`src/rtl/mem_arbiter.sv`:
```
// -----------------------------------------------------------------------------
// mem_arbiter
//
// Purpose: arbitrates a byte-wide RAM between an instruction-fetch port
// (I-side, always 4-byte reads) and a data port (D-side, 1/2/4-byte loads
// and stores). One transfer is in flight at a time. Multi-byte transfers are
// serialised little-endian onto the byte bus. Loads can be sign-extended.
// Stores into the IO region (addr[17:16] == 2'b11) pause while the IO buffer
// is full.
//
// Optional feature macro: MEM_ARB_ROUND_ROBIN_EN
//   defined   : a tie goes to the requester not granted most recently
//   undefined : a tie always goes to the D-side
//
// Ports:
//   clk, rst                  clock, synchronous active-high reset
//   if_read_i, if_addr_i      fetch request and address
//   if_data_o, if_done_o      fetched word and completion pulse
//   dm_read_i, dm_write_i     load / store request (both high = store)
//   dm_sign_i, dm_len_i       sign-extend flag, length in bytes (1/2/4)
//   dm_addr_i, dm_wdata_i     byte address and store data
//   dm_rdata_o, dm_done_o     load result and completion pulse
//   mem_din_i                 read byte, valid one cycle after its address
//   mem_dout_o, mem_a_o       write byte, byte address
//   mem_wr_o                  write strobe (1 = write, 0 = read)
//   io_buffer_full_i          IO region cannot accept a write byte
// -----------------------------------------------------------------------------
module mem_arbiter #(
    parameter int ADDR_W = 32
) (
    input  logic              clk,
    input  logic              rst,
    input  logic              if_read_i,
    input  logic [ADDR_W-1:0] if_addr_i,
    output logic [31:0]       if_data_o,
    output logic              if_done_o,
    input  logic              dm_read_i,
    input  logic              dm_write_i,
    input  logic              dm_sign_i,
    input  logic [2:0]        dm_len_i,
    input  logic [ADDR_W-1:0] dm_addr_i,
    input  logic [31:0]       dm_wdata_i,
    output logic [31:0]       dm_rdata_o,
    output logic              dm_done_o,
    input  logic [7:0]        mem_din_i,
    output logic [7:0]        mem_dout_o,
    output logic [ADDR_W-1:0] mem_a_o,
    output logic              mem_wr_o,
    input  logic              io_buffer_full_i
);

    typedef enum logic [1:0] {
        IDLE  = 2'b00,
        READ  = 2'b01,
        WRITE = 2'b10,
        DONE  = 2'b11
    } state_t;

    state_t            state_r;
    state_t            state_s;
    logic              is_d_r;
    logic [ADDR_W-1:0] addr_r;
    logic [2:0]        len_r;
    logic              sign_r;
    logic [31:0]       wdata_r;
    logic [2:0]        cnt_r;
    logic [31:0]       rbuf_r;
    logic              mem_wr_r;

    logic              req_d_s;
    logic              grant_d_s;
    logic [2:0]        norm_len_s;
    logic [2:0]        next_cnt_s;
    logic              stall_s;
    logic              last_byte_s;
    logic [31:0]       assembled_s;
    logic [31:0]       extended_s;

    // Byte lane k of a 32-bit word.
    function automatic logic [7:0] byte_of(input logic [31:0] w, input logic [1:0] idx);
        logic [7:0] b;
        case (idx)
            2'd0:    b = w[7:0];
            2'd1:    b = w[15:8];
            2'd2:    b = w[23:16];
            2'd3:    b = w[31:24];
            default: b = 8'd0;
        endcase
        return b;
    endfunction

`ifdef MEM_ARB_ROUND_ROBIN_EN
    logic last_d_r;

    // Remembers whether the D-side won the most recent grant.
    always_ff @(posedge clk) begin
        if (rst) begin
            last_d_r <= 1'b0;
        end else if (state_r == IDLE && (if_read_i || req_d_s)) begin
            last_d_r <= grant_d_s;
        end else begin
            last_d_r <= last_d_r;
        end
    end
`endif

    // Request decode, tie-break and length normalisation.
    always_comb begin
        req_d_s   = dm_read_i | dm_write_i;
        grant_d_s = 1'b0;
        if (req_d_s && if_read_i) begin
`ifdef MEM_ARB_ROUND_ROBIN_EN
            grant_d_s = ~last_d_r;
`else
            grant_d_s = 1'b1;
`endif
        end else begin
            grant_d_s = req_d_s;
        end
        case (dm_len_i)
            3'd1:    norm_len_s = 3'd1;
            3'd2:    norm_len_s = 3'd2;
            default: norm_len_s = 3'd4;
        endcase
    end

    // Byte counter helpers and IO back-pressure; the stall gates the strobe in the same cycle.
    always_comb begin
        next_cnt_s  = cnt_r + 3'd1;
        last_byte_s = (cnt_r == (len_r - 3'd1));
        stall_s     = (state_r == WRITE) && (mem_a_o[17:16] == 2'b11) && io_buffer_full_i;
        mem_wr_o    = mem_wr_r & ~stall_s;
    end

    // Read assembly: in READ cycle with counter c (c >= 1), mem_din_i carries byte c-1.
    always_comb begin
        assembled_s = rbuf_r;
        case (cnt_r)
            3'd1:    assembled_s[7:0]   = mem_din_i;
            3'd2:    assembled_s[15:8]  = mem_din_i;
            3'd3:    assembled_s[23:16] = mem_din_i;
            3'd4:    assembled_s[31:24] = mem_din_i;
            default: assembled_s        = rbuf_r;
        endcase
        case (len_r)
            3'd1:    extended_s = {{24{sign_r & assembled_s[7]}}, assembled_s[7:0]};
            3'd2:    extended_s = {{16{sign_r & assembled_s[15]}}, assembled_s[15:0]};
            default: extended_s = assembled_s;
        endcase
    end

    // Next-state logic.
    always_comb begin
        state_s = state_r;
        case (state_r)
            IDLE: begin
                if (if_read_i || req_d_s) begin
                    state_s = (grant_d_s && dm_write_i) ? WRITE : READ;
                end else begin
                    state_s = IDLE;
                end
            end
            READ: begin
                if (cnt_r == len_r) begin
                    state_s = DONE;
                end else begin
                    state_s = READ;
                end
            end
            WRITE: begin
                if (!stall_s && last_byte_s) begin
                    state_s = DONE;
                end else begin
                    state_s = WRITE;
                end
            end
            DONE:    state_s = IDLE;
            default: state_s = IDLE;
        endcase
    end

    // State register.
    always_ff @(posedge clk) begin
        if (rst) begin
            state_r <= IDLE;
        end else begin
            state_r <= state_s;
        end
    end

    // Datapath and registered outputs.
    always_ff @(posedge clk) begin
        if (rst) begin
            is_d_r     <= 1'b0;
            addr_r     <= '0;
            len_r      <= 3'd0;
            sign_r     <= 1'b0;
            wdata_r    <= 32'd0;
            cnt_r      <= 3'd0;
            rbuf_r     <= 32'd0;
            mem_wr_r   <= 1'b0;
            mem_a_o    <= '0;
            mem_dout_o <= 8'd0;
            if_data_o  <= 32'd0;
            dm_rdata_o <= 32'd0;
            if_done_o  <= 1'b0;
            dm_done_o  <= 1'b0;
        end else begin
            case (state_r)
                IDLE: begin
                    if (if_read_i || req_d_s) begin
                        is_d_r <= grant_d_s;
                        cnt_r  <= 3'd0;
                        rbuf_r <= 32'd0;
                        if (grant_d_s) begin
                            addr_r  <= dm_addr_i;
                            len_r   <= norm_len_s;
                            sign_r  <= dm_sign_i;
                            wdata_r <= dm_wdata_i;
                            mem_a_o <= dm_addr_i;
                        end else begin
                            addr_r  <= if_addr_i;
                            len_r   <= 3'd4;
                            sign_r  <= 1'b0;
                            wdata_r <= 32'd0;
                            mem_a_o <= if_addr_i;
                        end
                        if (grant_d_s && dm_write_i) begin
                            mem_wr_r   <= 1'b1;
                            mem_dout_o <= dm_wdata_i[7:0];
                        end else begin
                            mem_wr_r <= 1'b0;
                        end
                    end else begin
                        mem_wr_r <= 1'b0;
                    end
                end
                READ: begin
                    rbuf_r <= assembled_s;
                    cnt_r  <= next_cnt_s;
                    if (next_cnt_s < len_r) begin
                        mem_a_o <= addr_r + ADDR_W'(next_cnt_s);
                    end else begin
                        mem_a_o <= mem_a_o;
                    end
                    if (cnt_r == len_r) begin
                        if (is_d_r) begin
                            dm_rdata_o <= extended_s;
                            dm_done_o  <= 1'b1;
                        end else begin
                            if_data_o <= extended_s;
                            if_done_o <= 1'b1;
                        end
                    end else begin
                        dm_done_o <= 1'b0;
                    end
                end
                WRITE: begin
                    if (stall_s) begin
                        cnt_r <= cnt_r;
                    end else if (last_byte_s) begin
                        mem_wr_r  <= 1'b0;
                        dm_done_o <= 1'b1;
                    end else begin
                        cnt_r      <= next_cnt_s;
                        mem_a_o    <= addr_r + ADDR_W'(next_cnt_s);
                        mem_dout_o <= byte_of(wdata_r, next_cnt_s[1:0]);
                    end
                end
                DONE: begin
                    if_done_o <= 1'b0;
                    dm_done_o <= 1'b0;
                    mem_wr_r  <= 1'b0;
                end
                default: begin
                    mem_wr_r <= 1'b0;
                end
            endcase
        end
    end

endmodule

```
`config.mk`:
```
export PLATFORM = sky130hd
export DESIGN_NAME = mem_arbiter
export DESIGN_NICKNAME = d
export VERILOG_FILES = /design/src/rtl/mem_arbiter.sv
export SDC_FILE = /design/constraint.sdc
export NUM_CORES = 1
export LEC_CHECK = 0
export ABC_AREA = 0
export ABC_CLOCK_PERIOD_IN_PS = 3800
export CORE_ASPECT_RATIO = 1.75
export CORE_UTILIZATION = 40
export DETAILED_ROUTE_END_ITERATION = 16
export PLACE_DENSITY = 0.66
export SETUP_SLACK_MARGIN = 0.15
export SLEW_MARGIN = 25
export SYNTH_ARGS = -nofsm -noshare
export SYNTH_HDL_FRONTEND = slang
export SYNTH_SLANG_ARGS = --single-unit
```
`constraint.sdc`:
```
create_clock -name clk -period 3.8 [get_ports clk]
set_clock_uncertainty 0.15 [all_clocks]
set_input_delay 0.57 -clock clk [delete_from_list [all_inputs] [get_ports clk]]
set_output_delay 0.57 -clock clk [all_outputs]
set_load 0.01 [all_outputs]
```
==> reports/results.txt <==
Fmax: 323 MHz
Endpoint type of the worst setup path: register
Syn Nets: 1272
Peak VDD IR: 276 µV
Critical Path End: mem_a_o[19]$_SDFFE_PP0P_
TritonCTS clock tree: built
Status: finished, final reports clean
Worst Setup SP: cnt_r[1]$_SDFFE_PP0P_
Post-route worst hold slack: 0.302 ns
H-tree Lvls: 1
Final-report hold violation count: 0
Number of buffers inserted to repair setup after CTS: 0
Synthesized cell area: 0.00988 mm²
Shortest period the worst path allows: 3.09 ns
Worst-path clk slew: 0.06 ns
Top cell type's share of synthesized area: 43.2%
Area delta synth->final: 31.7%
CTS buffer count: 21
Aggregate global-route resource usage: 23.6%
Category of the most critical setup path: reg2reg
Most used cell along the critical path: ha_1
Largest driver fanout on the critical path: 6
Count of hold buffers inserted by post-cts repair: 0
Highest-count cells in the layout ignoring fill and taps: clkdlybuf4s50_1, dfxtp_1, nor2_1, a211oi_1, nand2_1
Die span in x: 121 µm
Number of detailed-route iterations in the first pass: 5
Largest net degree at the start of global routing: 84
Count of unique library cells instantiated by Yosys: 58
Max-cap violations: 0
I/O pin count: 221
Startpoint type of the worst setup path: register
Lkg Pwr: 4.68 nW
Synth Instances: 1138
Ys flop type: dfxtp_1
Fraction of synthesis flops using an asynchronous set or reset pin: 0%
First-pass GRT wire length: 47.2 mm
Initial antenna violation count: 2
Number of buffers on the longest clock path: 3
Kind of cell with the highest combined delay on the critical path: compound AO/OA/AOI/OAI gates
Library cell occupying the most area in the post-synthesis netlist: dfxtp_1
Die area: 0.0254 mm²
Grt total ovfl: 0
Via count normalized by instance count: 5.54
Instance count on the critical path: 9
Port bufs: 220
Root cell of the clock tree: clkbuf_16
Unrepaired setup endpoints after global routing: false
Commonest non-fill, non-tap cell in the layout: clkdlybuf4s50_1
Largest cells by area after synthesis: dfxtp_1, nor2_1, a211oi_1
Critical path data arrival time: 3.34 ns
Post-Route Setup TNS: 0 ns
Final period util: 81.4%
Vias after detailed routing: 9069
Register Area: 0.00426 mm²
Effective utilization at floorplan: 41.0%
Standard-cell rows: 75
Drt initial violations: 683
R2r endpoint: mem_a_o[19]$_SDFFE_PP0P_
Mean area per synthesized cell: 8.68 µm²
Detailed-route wire length per cell: 18.2 µm
Number of synthesis warnings: 0
Max-slew violation total from the final report: 0
Cells traversed along the worst timing path: ha_1 -> ha_1 -> inv_1 -> ha_1 -> a21oi_1 -> nand2_1 -> nand4_1 -> xor2_1 -> a311oi_1
Pin slew with the least headroom to its limit: 0.942 ns
Worst Reg2Reg Path Length in Cells: 9
Post-route ant nets: 0
EDFF count, synth: 0
Setup-violating endpoint count in the final report: 0
Final Net Count: 1450
Area taken by multi-input logic gates: 0.00520 mm²
Num Clock Sinks: 213
Required time of the worst setup path: 4.05 ns
Filler cell count: 2216
Synth Register Bits: 213
Type of the tightest min-delay check: reg2reg
Vias in the first global route: 8811
P per Cell Area: 457 mW/mm²
Number of instances resized during post-cts repair: 0
Worst setup slack for register-to-register paths: 0.71 ns
Vertical die dimension: 210 µm
Slowest cell delay on critical path: 0.55 ns
Wire length after detailed routing: 29.9 mm
Core region area: 0.0241 mm²
Clock network latency to the later pin of the worst-skew pair: 0.51 ns
Proportion of synthesized chip area in sequential cells: 43.2%
Worst rel slew slack: 37.2%
DRC violations left: 0
Ratio of cells with drive above 1 in the final layout: 7.15%
Final HPWL from detailed placement: 21.5 mm
CP Buf/Inv Count: 1
Cell type of the slowest stage on the worst timing path: a21oi_1
R2R Path Start: cnt_r[1]$_SDFFE_PP0P_
Final weighted congestion in routability-driven placement: 0.883
power by group:
part / internal (W) / switching, W / total (W)
sequential: 0.00243 / 0.000162 / 0.00259
clock: 0.00121 / 0.000891 / 0.00210
combinational: 0.000595 / 0.000667 / 0.00126
Yosys cell counts (6+ instances only):
master / instances
nand4_1: 10
nor2b_1: 6
o21ai_0: 28
nand3_1: 18
buf_2: 14
a311oi_1: 6
and3_1: 7
o22ai_1: 8
mux2_2: 19
mux2i_1: 62
nor3_1: 25
a21oi_1: 50
a222oi_1: 8
clkbuf_1: 70
a211o_1: 6
xnor2_1: 13
ha_1: 19
xor2_1: 10
a22oi_1: 63
dfxtp_1: 213
a211oi_1: 93
nand2_1: 81
nor2_1: 195
o211ai_1: 6
inv_1: 21
and2_1: 10
metal layers:
layer	vias up	wire length [µm]	global-route usage (%)
met3	83	1140	2.77
met5	-	0	0
met4	0	1460	12.8
met2	286	16100	44.0
met1	4230	11200	25.3
li1	4470	-	-
layout make-up:
| cell class | count | share of cell area, % |
|---|---|---|
| Antenna cell | 2 | 0.0385 |
| Clock buffer | 28 | 4.47 |
| Clock inverter | 7 | 0.702 |
| Inverter | 21 | 0.606 |
| Multi-Input combinational cell | 812 | 40.0 |
| Sequential cell | 213 | 32.8 |
| Tap cell | 308 | 2.96 |
| Timing Repair Buffer | 247 | 18.5 |
flip-flops by register name, summed over array words and instances, names as in the netlist:
| signal | flops |
|---|---|
| addr_r | 32 |
| cnt_r | 3 |
| dm_done_o | 1 |
| dm_rdata_o | 32 |
| if_data_o | 32 |
| if_done_o | 1 |
| is_d_r | 1 |
| len_r | 3 |
| mem_a_o | 32 |
| mem_dout_o | 8 |
| mem_wr_r | 1 |
| rbuf_r | 32 |
| sign_r | 1 |
| state_r | 2 |
| wdata_r | 32 |
metrics by stage:
| stage | util (%) | setup slack (ns) | cells | power (W) | cell area [µm²] |
|---|---|---|---|---|---|
| 2_1_floorplan | - | 1.02 | 1138 | 0.00330 | 9880 |
| 3_3_place_gp | 51.1 | 0.631 | 1601 | 0.00388 | 12300 |
| 3_5_place_dp | 51.1 | 0.560 | 1601 | 0.00390 | 12300 |
| 4_1_cts | 53.9 | 0.781 | 1636 | 0.00598 | 13000 |
| 5_1_grt | 54.0 | 0.553 | 1638 | 0.00620 | 13000 |
| 6_report | 54.0 | 0.708 | 1638 | 0.00595 | 13000 |
worst min-delay path: stages, from the launching register on:
cell	delay [ns]
dfxtp_1	0.31
nand2_1	0.05
a21oi_1	0.05
worst min-delay path by stage:
stage,depth (start not counted),startpoint,to
final,2,rbuf_r[26]$_SDFFE_PP0P_,rbuf_r[26]$_SDFFE_PP0P_
after CTS,2,rbuf_r[26]$_SDFFE_PP0P_,rbuf_r[26]$_SDFFE_PP0P_
after floorplan,2,rbuf_r[26]$_SDFFE_PP0P_,rbuf_r[26]$_SDFFE_PP0P_
after global placement,2,rbuf_r[26]$_SDFFE_PP0P_,rbuf_r[26]$_SDFFE_PP0P_
after global routing,2,rbuf_r[26]$_SDFFE_PP0P_,rbuf_r[26]$_SDFFE_PP0P_
after detailed placement,2,rbuf_r[26]$_SDFFE_PP0P_,rbuf_r[26]$_SDFFE_PP0P_
logic make-up (layout without fill, tap and decap cells):
family,after synthesis,count (layout),share of synthesized area (%)
compound gates,300,300,21.4
simple gates,387,387,17.6
xor+xnor,24,24,2.28
buf+inv,113,303,4.56
fa+ha+maj,20,20,2.61
mux,81,81,8.45
flops,213,213,43.2
other cells,0,2,0
Power figures use the tool's default switching activity.
